**src/rtl/bus_arbiter_pkg.sv**
```systemverilog
// ----------------------------------------------------------------------------
// bus_arbiter_pkg
//   Shared definitions for the system-bus arbiter: signal polarities, the
//   bus owner encoding and the round-robin next-owner / grant-decode helpers.
// ----------------------------------------------------------------------------
package bus_arbiter_pkg;

    // Number of bus masters (IF stage, MEM stage and two spare channels).
    localparam int BUS_MASTER_CH = 4;

    // Active-low control polarity used across the bus.
    localparam logic ENABLE_  = 1'b0;
    localparam logic DISABLE_ = 1'b1;

    // Bus direction encoding.
    localparam logic READ  = 1'b1;
    localparam logic WRITE = 1'b0;

    typedef enum logic [1:0] {
        BUS_OWNER_MASTER_0 = 2'd0,
        BUS_OWNER_MASTER_1 = 2'd1,
        BUS_OWNER_MASTER_2 = 2'd2,
        BUS_OWNER_MASTER_3 = 2'd3
    } bus_owner_e;

    // Round-robin next owner. The current owner keeps the bus while its
    // request is active; otherwise the masters after it are scanned in
    // order owner+1, owner+2, owner+3 (wrapping 3 -> 0). With no request
    // the bus stays parked on the current owner.
    function automatic bus_owner_e next_owner(
        input bus_owner_e owner,
        input logic [BUS_MASTER_CH-1:0] req_n
    );
        logic [1:0] cur;
        logic [1:0] cand;
        cur        = owner;
        next_owner = owner;
        if (req_n[cur] != ENABLE_) begin
            // Scan farthest to nearest so the nearest requester is the
            // last assignment and therefore wins.
            for (int i = BUS_MASTER_CH - 1; i >= 1; i--) begin
                cand = cur + 2'(i);
                if (req_n[cand] == ENABLE_) begin
                    next_owner = bus_owner_e'(cand);
                end
            end
        end
    endfunction

    // Active-low one-hot grant vector for a given owner.
    function automatic logic [BUS_MASTER_CH-1:0] grant_vec(input bus_owner_e owner);
        logic [1:0] idx;
        idx       = owner;
        grant_vec = {BUS_MASTER_CH{DISABLE_}};
        grant_vec[idx] = ENABLE_;
    endfunction

endpackage : bus_arbiter_pkg

```
**src/rtl/bus_master_mux.sv**
```systemverilog
// ----------------------------------------------------------------------------
// bus_master_mux
//   Purely combinational selector that drives the owner's address, strobe,
//   direction and write data onto the shared slave-side bus. Only the
//   owner's bundle is ever forwarded.
//
// Ports
//   owner                  current bus owner
//   MnAddr/MnAs_/MnRW/MnWrData  bundle from master n (n = 0..3)
//   SAddr/SAs_/SRW/SWrData      shared slave-side bus
// ----------------------------------------------------------------------------
module bus_master_mux
    import bus_arbiter_pkg::*;
#(
    parameter int WORD_ADDR_W = 30,
    parameter int WORD_DATA_W = 32
) (
    input  bus_owner_e             owner,
    input  logic [WORD_ADDR_W-1:0] M0Addr,
    input  logic                   M0As_,
    input  logic                   M0RW,
    input  logic [WORD_DATA_W-1:0] M0WrData,
    input  logic [WORD_ADDR_W-1:0] M1Addr,
    input  logic                   M1As_,
    input  logic                   M1RW,
    input  logic [WORD_DATA_W-1:0] M1WrData,
    input  logic [WORD_ADDR_W-1:0] M2Addr,
    input  logic                   M2As_,
    input  logic                   M2RW,
    input  logic [WORD_DATA_W-1:0] M2WrData,
    input  logic [WORD_ADDR_W-1:0] M3Addr,
    input  logic                   M3As_,
    input  logic                   M3RW,
    input  logic [WORD_DATA_W-1:0] M3WrData,
    output logic [WORD_ADDR_W-1:0] SAddr,
    output logic                   SAs_,
    output logic                   SRW,
    output logic [WORD_DATA_W-1:0] SWrData
);

    always_comb begin
        // NOTE: every output gets a default first so no path through the
        // case can leave one unassigned and infer a latch.
        SAddr   = M0Addr;
        SAs_    = M0As_;
        SRW     = M0RW;
        SWrData = M0WrData;
        case (owner)
            BUS_OWNER_MASTER_1: begin
                SAddr   = M1Addr;
                SAs_    = M1As_;
                SRW     = M1RW;
                SWrData = M1WrData;
            end
            BUS_OWNER_MASTER_2: begin
                SAddr   = M2Addr;
                SAs_    = M2As_;
                SRW     = M2RW;
                SWrData = M2WrData;
            end
            BUS_OWNER_MASTER_3: begin
                SAddr   = M3Addr;
                SAs_    = M3As_;
                SRW     = M3RW;
                SWrData = M3WrData;
            end
            default: ;
        endcase
    end

endmodule : bus_master_mux

```
**src/rtl/bus_arbiter.sv**
```systemverilog
// ----------------------------------------------------------------------------
// bus_arbiter
//   Round-robin arbiter for four bus masters. Holds the registered owner and
//   active-low grant flops, and instantiates the combinational master mux
//   that drives the shared slave-side bus from the current owner.
//
// Ports
//   clk, reset_                 clock, asynchronous active-low reset
//   MnReq_                      bus request from master n, active-low
//   MnAddr/MnAs_/MnRW/MnWrData  bundle from master n
//   MnGrnt_                     registered grant to master n, active-low
//   SAddr/SAs_/SRW/SWrData      shared slave-side bus (owner's bundle)
// ----------------------------------------------------------------------------
module bus_arbiter
    import bus_arbiter_pkg::*;
#(
    parameter int WORD_ADDR_W = 30,
    parameter int WORD_DATA_W = 32
) (
    input  logic                   clk,
    input  logic                   reset_,
    input  logic                   M0Req_,
    input  logic [WORD_ADDR_W-1:0] M0Addr,
    input  logic                   M0As_,
    input  logic                   M0RW,
    input  logic [WORD_DATA_W-1:0] M0WrData,
    output logic                   M0Grnt_,
    input  logic                   M1Req_,
    input  logic [WORD_ADDR_W-1:0] M1Addr,
    input  logic                   M1As_,
    input  logic                   M1RW,
    input  logic [WORD_DATA_W-1:0] M1WrData,
    output logic                   M1Grnt_,
    input  logic                   M2Req_,
    input  logic [WORD_ADDR_W-1:0] M2Addr,
    input  logic                   M2As_,
    input  logic                   M2RW,
    input  logic [WORD_DATA_W-1:0] M2WrData,
    output logic                   M2Grnt_,
    input  logic                   M3Req_,
    input  logic [WORD_ADDR_W-1:0] M3Addr,
    input  logic                   M3As_,
    input  logic                   M3RW,
    input  logic [WORD_DATA_W-1:0] M3WrData,
    output logic                   M3Grnt_,
    output logic [WORD_ADDR_W-1:0] SAddr,
    output logic                   SAs_,
    output logic                   SRW,
    output logic [WORD_DATA_W-1:0] SWrData
);

    bus_owner_e                 owner;
    bus_owner_e                 owner_next;
    logic [BUS_MASTER_CH-1:0]   req_n;
    logic [BUS_MASTER_CH-1:0]   grnt_n;

    assign req_n = {M3Req_, M2Req_, M1Req_, M0Req_};

    always_comb begin
        owner_next = next_owner(owner, req_n);
    end

    // Grants are their own flops (not decoded from owner) so the outputs
    // come straight from registers; both are loaded from the same value.
    always_ff @(posedge clk or negedge reset_) begin
        if (!reset_) begin
            // NOTE: state uses non-blocking assignments so every flop
            // samples pre-edge values regardless of statement order.
            owner  <= BUS_OWNER_MASTER_0;
            grnt_n <= grant_vec(BUS_OWNER_MASTER_0);
        end else begin
            owner  <= owner_next;
            grnt_n <= grant_vec(owner_next);
        end
    end

    assign M0Grnt_ = grnt_n[0];
    assign M1Grnt_ = grnt_n[1];
    assign M2Grnt_ = grnt_n[2];
    assign M3Grnt_ = grnt_n[3];

    bus_master_mux #(
        .WORD_ADDR_W (WORD_ADDR_W),
        .WORD_DATA_W (WORD_DATA_W)
    ) u_mux (
        .owner    (owner),
        .M0Addr   (M0Addr),
        .M0As_    (M0As_),
        .M0RW     (M0RW),
        .M0WrData (M0WrData),
        .M1Addr   (M1Addr),
        .M1As_    (M1As_),
        .M1RW     (M1RW),
        .M1WrData (M1WrData),
        .M2Addr   (M2Addr),
        .M2As_    (M2As_),
        .M2RW     (M2RW),
        .M2WrData (M2WrData),
        .M3Addr   (M3Addr),
        .M3As_    (M3As_),
        .M3RW     (M3RW),
        .M3WrData (M3WrData),
        .SAddr    (SAddr),
        .SAs_     (SAs_),
        .SRW      (SRW),
        .SWrData  (SWrData)
    );

endmodule : bus_arbiter

```
**config.mk**
```make
export PLATFORM = sky130hd
export DESIGN_NAME = bus_arbiter
export DESIGN_NICKNAME = d
export VERILOG_FILES = /design/src/rtl/bus_arbiter_pkg.sv /design/src/rtl/bus_master_mux.sv /design/src/rtl/bus_arbiter.sv
export SDC_FILE = /design/constraint.sdc
export NUM_CORES = 1
export LEC_CHECK = 0
export ABC_CLOCK_PERIOD_IN_PS = 4200
export BUFFER_PORTS_ARGS = -buffer_cell sky130_fd_sc_hd__buf_2
export CAP_MARGIN = 20
export CELL_PAD_IN_SITES_DETAIL_PLACEMENT = 1
export CELL_PAD_IN_SITES_GLOBAL_PLACEMENT = 1
export CORE_AREA = 3 3 128 130
export CTS_CLUSTER_DIAMETER = 50
export CTS_CLUSTER_SIZE = 40
export DETAILED_ROUTE_END_ITERATION = 12
export DIE_AREA = 0 0 131 133
export PLACE_DENSITY = 0.73
export SLEW_MARGIN = 10
export SYNTH_ARGS = -nofsm -noshare
export SYNTH_HDL_FRONTEND = slang
export SYNTH_SLANG_ARGS = --single-unit
export TNS_END_PERCENT = 30
```
**constraint.sdc**
```tcl
create_clock -name clk -period 4.2 [get_ports clk]
set_clock_uncertainty 0.05 [all_clocks]
set_input_delay 0.21 -clock clk [delete_from_list [all_inputs] [get_ports clk]]
set_output_delay 0.21 -clock clk [all_outputs]
set_load 0.05 [all_outputs]
```
==> results of run 1 <==
## layout make-up
class                           instances  area (um^2)
Tap cell                              211          264
Timing Repair Buffer                  335         1730
Fill cell                            1970        11200
Inverter                               66          248
Sequential cell                         6          154
Multi-Input combinational cell        156         1550
Clock buffer                            4         78.8
## cell usage after synthesis, types with 2 or more instances
cell	n
o21ai_0	2
nand2b_1	2
inv_1	66
nand2_1	7
buf_1	13
ha_1	4
a222oi_1	64
clkbuf_1	15
dfstp_2	3
mux2i_1	67
dfrtp_1	3
## cell families (layout without fill, tap and decap cells)
kind of cell    count (synthesis)  in the layout  synth area share, %
flops                           6              6                 7.53
mux                            69             69                 35.2
buf+inv                        95            405                 17.8
fa+ha+maj                       4              4                 2.45
compound gates                 70             70                 33.7
simple gates                   13             13                 3.31
## state kept, by name, summed over array words and instances, names as in the netlist
name / flops
owner: 2
grnt_n: 4
## per-layer routing
layer  wire length (um)  GRT usage (%)  vias up
met4                188           3.14        2
met1               4700           15.0     1624
met2               6860           24.6      216
met3               1460           2.91       20
met5                 11              0        -
li1                   -              -     1645
## timing repair
item | in CTS | in global routing
setup endpoints to repair | 0 | 0
endpoints found under the hold margin | 6 | 0
hold buffers | 1 | 0
## path summary, 6_finish.rpt
kind,from,endpoint,cells after the start
worst max-delay path,owner[0],SWrData[26],5
worst min-delay path,reset_,owner[1],2
worst max register to register,owner[0],grnt_n[2],7
worst min register to register,owner[1],owner[1],3
max in group asynchronous,reset_,grnt_n[2],2
min in group clk,M0Req_,owner[0],3
## metrics by stage
stage          power [mW]  setup slack, ns  hold WS, ns  util [%]
2_1_floorplan        2.98             1.43       -0.136         -
5_1_grt              4.25             1.11        0.316      26.4
6_report             4.04             1.33        0.284      26.4
3_3_place_gp         3.87             1.58      -0.0149      25.8
4_1_cts              4.07             1.29        0.289      26.4
3_5_place_dp         3.90             1.54      -0.0145      25.8
## where the power goes
| part | total [mW] | switching, mW | internal, mW |
|---|---|---|---|
| clock | 0.158 | 0.0318 | 0.126 |
| combinational | 3.76 | 2.68 | 1.08 |
| sequential | 0.122 | 0.0301 | 0.0919 |
==> metrics.txt, run 1 <==
Max stage delay on crit path 0.69 ns; drt first pass iters 9; Nets 834; CP max FO 31; Placed Area 3930 um^2; Final Cell Area 4020 um^2; Yosys reg bits 6; Worst setup SP type register; Cell Pwr Density 1000 nW/um^2; initial DRC count 380; worst vdd ir 0.413 mV; Layout area overhead 96.8%; DRC viols 0; DRT Wirelength 13200 um; run status finished clean; slew of the pin with the lowest slew margin 0.705 ns; PortBufs 329; Root Driver clkbuf_16; CTS resizes 0; Worst EP arrival 2.61 ns; Synth warnings 0; layout cell share with drive strength beyond 1 61.2%; cell taking the most area after synthesis mux2i_1; post-CTS setup buffers 0; Max stage delay cell, worst path ha_2; Core Region 15300 um^2; wire per inst 17.0 um; critical path, cell by cell ha_2, buf_4, a222oi_1, mux2i_1, buf_2; initial antenna violation count 1; GRT Total Usage 13.2%; H-tree Lvls 1; Post-synth EDFFs 0; min Tclk post-route 2.87 ns; largest net degree at the start of global routing 40; ys flop type dfstp_2; clk buf depth 2; Seq/Total Area, Yosys 7.53%; GP Congestion 0.938; Synth Net Count 523; CTS sink cnt 6; syn avg cell area 7.95 um^2; IO Count 330; Starting Density 13.4%; final hold vios 0; first-pass GRT wire length 18800 um; CTS buffer count 3; Synth cell types 22; vias per cell 4.51; Die W 131 um; Slew Limit Fails 0; gr ovfl total 0; Inst Count DP 773; clock slew at reported path FFs 0.04 ns; top post-synthesis cells by area mux2i_1 (33%), a222oi_1 (31%), inv_1 (12%); post-synth top area share 32.8%; vias in the first global route 3616; commonest cells after routing, fill and taps aside buf_2 (329), mux2i_1 (67), inv_1 (66), a222oi_1 (64), nand2_1 (7); RSZ-0062 raised after global routing false; most common cell after layout, fill and taps aside buf_2; Worst Hold Class in2async; row count 45; setup TNS 0 ns; Die Area 17400 um^2; part of the cycle the worst path needs 68.4%; Post-DP HPWL 11200 um; crit path buf inv count 2; Post-Syn Area 2040 um^2; worst setup path category reg2out; Post-Synthesis Cells 257; r2r setup slk 1.94 ns; Synth async-reset ratio 100%; delay-heaviest family, CP buffers and inverters; clk_lat worst skew 0.23 ns; Max-Cap Viols 0; DIE HEIGHT 133 um; relative slew slack 53.0%; Fmax achieved 348 MHz; CTS tree yes; Routed Antenna Nets 0; data required time of the worst path 3.94 ns; ant diodes 0; final setup fails 0; CP endpoint kind output port; Layout Cells excl Fill 778; Leakage Power 2.35 nW; Via Count 3507
Power figures use the tool's default switching activity.
==> run 2, diff against run 1 <==
ABC_CLOCK_PERIOD_IN_PS = 3000   (was 4200)
clock period = 3 ns   (was 4.2 ns; I/O delays follow)
==> run 2 against run 1 <==
Total power rose by 40%. First-iteration DRC count fell by 0.26%. Worst hold slack got worse by 0.058 ns. Non-clock buffer count rose by 3. Global-route usage fell by 0.23 points. Clock power rose by 40%. Combinational power rose by 40%. Via count rose by 0.14%. Largest cell class unchanged.
==> metrics.txt, run 2 (same netlist as run 1, synthesis figures left out) <==
run status finished clean; Nets 837 (+0.36%); Starting Density 13.4% (unchanged); CTS Hold Buffers Added 1 (unchanged); Root Driver clkbuf_16; Slew Limit Fails 0 (unchanged); worst vdd ir 0.575 mV (+39%); first-pass GRT wire length 18300 um (-2.7%); initial DRC count 379 (-0.26%); clock slew at reported path FFs 0.03 ns (about the same); setup TNS 0 ns (unchanged); post-CTS setup buffers 0 (unchanged); vias per cell 4.49 (-0.37%); row count 45 (unchanged); DRT Wirelength 13000 um (-1.6%); Internal Power 1.80 mW (+39%); GP Congestion 0.819 (-13%); Layout area overhead 97.4%; part of the cycle the worst path needs 84.8%; Worst EP arrival 2.34 ns (-0.27 ns); Leakage Power 2.36 nW (+0.52%); combinational share of power 93.0% (about the same); wire per inst 16.6 um (-2.1%); drt first pass iters 8 (-1); Cell Pwr Density 1400 nW/um^2 (+39%); clock share of power 3.9% (about the same); Max stage delay on crit path 0.60 ns (-0.09 ns); IO Count 330 (unchanged); Max stage delay cell, worst path dfrtp_1; CTS sink cnt 6 (unchanged); RSZ-0062 raised after global routing false; data required time of the worst path 2.80 ns (-1.14 ns); PortBufs 329 (unchanged); Layout Cells excl Fill 782 (+0.51%); total chip power 5.64 mW (+40%); final hold vios 0 (unchanged); critical path, cell by cell inv_1, ha_2, buf_4, a222oi_1, mux2i_1, buf_2; CP endpoint kind output port; Core Region 15300 um^2 (unchanged); min Tclk post-route 2.54 ns; CTS tree yes; Reg with most FFs grnt_n; max reg flops 4 (unchanged); Routed Antenna Nets 0 (unchanged); H-tree Lvls 1 (unchanged); clk_lat worst skew 0.23 ns (about the same); Worst Hold Class in2async; largest net degree at the start of global routing 36 (-10%); CTS resizes 0 (unchanged); Switching Fraction 68.1% (+0.25 points); worst setup path category reg2out; final setup fails 0 (unchanged); Inst Count DP 776 (+0.39%); Worst setup SP type register; slew of the pin with the lowest slew margin 0.439 ns (-0.266 ns); initial antenna violation count 3 (+2); gr ovfl total 0 (unchanged); Fmax achieved 393 MHz; Net Sw Power 3.85 mW (+40%); most common cell after layout, fill and taps aside buf_2; vias in the first global route 3565 (-1.4%); Die W 131 um (unchanged); clk buf depth 2 (unchanged); GRT Total Usage 13.0% (-0.23 points); power share of the sequential group 3.0% (about the same); relative slew slack 70.7% (+18 points); Die Area 17400 um^2 (unchanged); CTS buffer count 3 (unchanged); layout cell share with drive strength beyond 1 61.4% (+0.20 points); Post-DP HPWL 11000 um (-2.4%); DRC viols 0 (unchanged); biggest regs grnt_n x4, owner x2; Via Count 3512 (+0.14%); DIE HEIGHT 133 um (unchanged); Max-Cap Viols 0 (unchanged); CP max FO 35 (+13%); Hold WS 0.226 ns (-0.0579 ns); commonest cells after routing, fill and taps aside buf_2 (329), mux2i_1 (67), inv_1 (66), a222oi_1 (64), nand2_1 (7)
## run 2: through the flow
step	util, %	worst slack (ns)	instance area [um^2]
final	26.4	0.457	4030
after global routing	26.4	0.339	4030
after CTS	26.4	0.469	4030
after detailed placement	25.8	0.734	3940
after global placement	25.8	0.818	3940
after floorplan	-	0.295	2040
## run 2: per-layer routing
| metal | vias up | share of wire [%] | GRT usage, % | routed length, um |
|---|---|---|---|---|
| met2 | 240 | 51 | 24.5 | 6590 |
| met5 | - | 0.16 | 0 | 21 |
| met4 | 4 | 1.3 | 2.46 | 168 |
| li1 | 1651 | - | - | - |
| met3 | 20 | 13 | 3.59 | 1690 |
| met1 | 1597 | 35 | 14.3 | 4540 |
## run 2: power by group through the flow
stage / logic [mW] / registers (mW) / clock network [mW]
floorplan: 3.95 / 0.227 / 0
global placement: 5.22 / 0.171 / 0
detailed placement: 5.26 / 0.174 / 0
CTS: 5.28 / 0.173 / 0.226
global route: 5.52 / 0.178 / 0.230
finish: 5.25 / 0.172 / 0.221
## run 2: final cells by class
type / count / area (um^2)
multi-input cells: 156 / 1550
fillers: 1959 / 11200
well taps: 211 / 264
flip-flops and latches: 6 / 154
inverters: 66 / 248
diodes: 1 / 2.50
clock buffers: 4 / 78.8
repair buffers: 338 / 1740
## run 2: worst max-delay path, delay by kind of cell, from the launching register on
| family | cells | cell delay (ns) |
|---|---|---|
| buffers and inverters | 3 | 0.67 |
| multiplexers | 1 | 0.12 |
| adder cells (fa/ha/maj) | 1 | 0.23 |
| flip-flops | 1 | 0.60 |
| AO/OA/AOI/OAI | 1 | 0.45 |
## run 2: final timing paths
| check | from | end | slack [ns] | cells after the start |
|---|---|---|---|---|
| min reg2reg | owner[1] | owner[1] | 0.80 | 3 |
| min in group clk | M0Req_ | owner[0] | 0.30 | 3 |
| max reg2reg | owner[0] | grnt_n[2] | 0.74 | 7 |
| min | reset_ | owner[1] | 0.23 | 2 |
| max in group asynchronous | reset_ | grnt_n[1] | 2.45 | 2 |
| max | owner[0] | SWrData[23] | 0.46 | 6 |
==> run 3, diff against run 2 <==
ABC_AREA = 1   (was unset)
ABC_CLOCK_PERIOD_IN_PS = 2600   (was 3000)
PLACE_DENSITY = 0.77   (was 0.73)
clock period = 2.6 ns   (was 3 ns; I/O delays follow)
==> run 3 against run 2 <==
Critical path depth grew 2. Total power grew 25%. Sequential power grew 9.9%. Routed wire length grew 8.9%. Clock power grew 16%. Synthesized cell count grew 37%. Largest power group unchanged. Flip-flop and latch count is the same. Highest routed layer is now met4.
==> metrics.txt, run 3 <==
Synth async-reset ratio 100% (unchanged); min Tclk post-route 2.40 ns; CTS buffer count 3 (unchanged); vias per cell 4.39 (-2.2%); biggest regs grnt_n x4, owner x2; Hold WS 0.219 ns (-0.00781 ns); commonest cells after routing, fill and taps aside buf_2 (329), nand2_1 (93), a22o_1 (64), a21oi_1 (64), o21ai_0 (64); CP max FO 16 (-54%); setup TNS 0 ns (unchanged); Final Cell Area 4060 um^2 (+0.74%); Fmax achieved 416 MHz; Synth Net Count 619 (+18%); Max-Cap Viols 0 (unchanged); Setup Slack @ Placement 0.433 ns (-0.300 ns); CTS tree yes; Reg with most FFs grnt_n; final setup margin 0.195 ns (-0.262 ns); Die Area 17400 um^2 (unchanged); post-synth top area share 27.8% (-5.1 points); H-tree Lvls 1 (unchanged); DIE HEIGHT 133 um (unchanged); first-pass GRT wire length 19900 um (+8.7%); most frequent cell after synthesis nand2_1; part of the cycle the worst path needs 92.5%; final setup fails 0 (unchanged); IO Count 330 (unchanged); Yosys reg bits 6 (unchanged); max reg flops 4 (unchanged); Post-synth EDFFs 0 (unchanged); R2R cell count 11 (+4); GRT Total Usage 14.2% (+1.2 points); GP Congestion 0.853 (+4.2%); slew of the pin with the lowest slew margin 0.302 ns (-0.137 ns); post-CTS setup buffers 0 (unchanged); Die W 131 um (unchanged); Synth cell types 15 (-32%); Layout Cells excl Fill 877 (+12%); largest family of logic cells by synthesized area compound AO/OA/AOI/OAI gates; clk_lat worst skew 0.23 ns (about the same); Starting Density 13.2% (-0.16 points); critical path, cell by cell inv_2, ha_2, buf_4, buf_4, a22o_1, a21oi_1, o21ai_0, buf_2; Post-Synthesis Cells 353 (+37%); Nets 932 (+11%); Seq/Total Area, Yosys 7.62% (+0.089 points); Routed Antenna Nets 0 (unchanged); clk buf depth 2 (unchanged); layout cell share with drive strength beyond 1 54.0% (-7.4 points); Worst EP arrival 2.22 ns (-0.12 ns); initial DRC count 105 (-72%); Compound-Gate Fraction of Synth Area 59.9% (+26 points); cell taking the most area after synthesis a22o_1; Max stage delay cell, worst path dfrtp_1; Worst Hold Class in2async; WP depth 8 (+2); Via Count 3853 (+9.7%); gr ovfl total 0 (unchanged); Core Region 15300 um^2 (unchanged); ys flop type dfstp_2; crit path buf inv count 4 (+1); row count 45 (unchanged); Post-Synth Adder-Cell Area 2.48% (+0.029 points); top post-synthesis cells by area a22o_1 (28%), nand2_1 (17%), a21oi_1 (16%); Worst setup SP type register; Post-Syn Area 2020 um^2 (-1.2%); Synth Area in Simple Gates 21.4% (+18 points); wire per inst 16.1 um (-2.9%); PortBufs 329 (unchanged); DRC viols 0 (unchanged); relative slew slack 79.6% (+8.9 points); CP dominant cell by count buf_4; Leakage Power 2.21 nW (-6.1%); RSZ-0062 raised after global routing false; DRT Wirelength 14200 um (+8.9%); commonest cells in the netlist nand2_1 (93), a21oi_1 (64), a22o_1 (64), o21ai_0 (64), clkbuf_1 (17); Placed Area 3970 um^2 (+0.76%); syn avg cell area 5.72 um^2 (-28%); delay-heaviest family, CP buffers and inverters; most common cell after layout, fill and taps aside buf_2; Max stage delay on crit path 0.48 ns (-0.12 ns); CTS sink cnt 6 (unchanged); Cell Pwr Density 1740 nW/um^2 (+24%); drt first pass iters 4 (-4); worst vdd ir 0.429 mV (-25%); CP endpoint kind output port; final hold vios 0 (unchanged); total chip power 7.07 mW (+25%); Root Driver clkbuf_16; post-route core utilization 26.6% (+0.20 points); Synth warnings 0 (unchanged); Inst Count DP 871 (+12%); clock slew at reported path FFs 0.04 ns (about the same); largest net degree at the start of global routing 46 (+28%); Layout area overhead 101%; post-synthesis xor/xnor area fraction 0% (unchanged); initial antenna violation count 1 (-2); Slew Limit Fails 0 (unchanged); worst setup path category reg2out; data required time of the worst path 2.42 ns (-0.38 ns); vias in the first global route 3767 (+5.7%); run status finished clean; Post-DP HPWL 11900 um (+8.7%); mux cell area share after synthesis 0% (-35 points)
## run 3: timing repair
item / CTS / global route
resized for setup: 0 / 0
hold buffers: 1 / 0
hold endpoints to repair: 6 / 0
## run 3: final cells by class
cell class	count	area (um^2)
timing repair buffer	343	1830
sequential	6	154
clock buffer	4	78.8
multi-input combinational	306	1710
inverter	6	22.5
antenna	1	2.50
fill	2030	11200
tap	211	264
## run 3: path summary, 6_finish.rpt
| path | start | slack (ns) | endpoint |
|---|---|---|---|
| max in group asynchronous | reset_ | 2.06 | grnt_n[2] |
| hold / removal | reset_ | 0.22 | owner[0] |
| setup / recovery | owner[0] | 0.20 | SAddr[17] |
| setup reg to reg | owner[0] | 0.75 | grnt_n[0] |
| hold reg to reg | owner[0] | 0.67 | owner[0] |
| min in group clk | M0Req_ | 0.26 | grnt_n[0] |
## run 3: kinds of logic after synthesis
| kind of cell | Yosys count |
|---|---|
| fa+ha+maj | 4 |
| compound gates | 193 |
| flops | 6 |
| buf+inv | 41 |
| simple gates | 109 |
## run 3: layer usage
metal | wire length (um) | part of all wire, % | GRT usage, %
met4 | 114 | 0.80 | 2.51
met1 | 5690 | 40 | 16.7
met5 | 0 | 0 | 0
met3 | 1130 | 8.0 | 2.38
met2 | 7230 | 51 | 26.7
## run 3: power by group
group	internal (mW)	total, mW	switching (mW)	leakage (nW)
clock	0.204	0.257	0.0534	0.0382
combinational	1.78	6.62	4.84	2.11
sequential	0.152	0.189	0.0376	0.0658
total	2.14	7.07	4.93	2.21
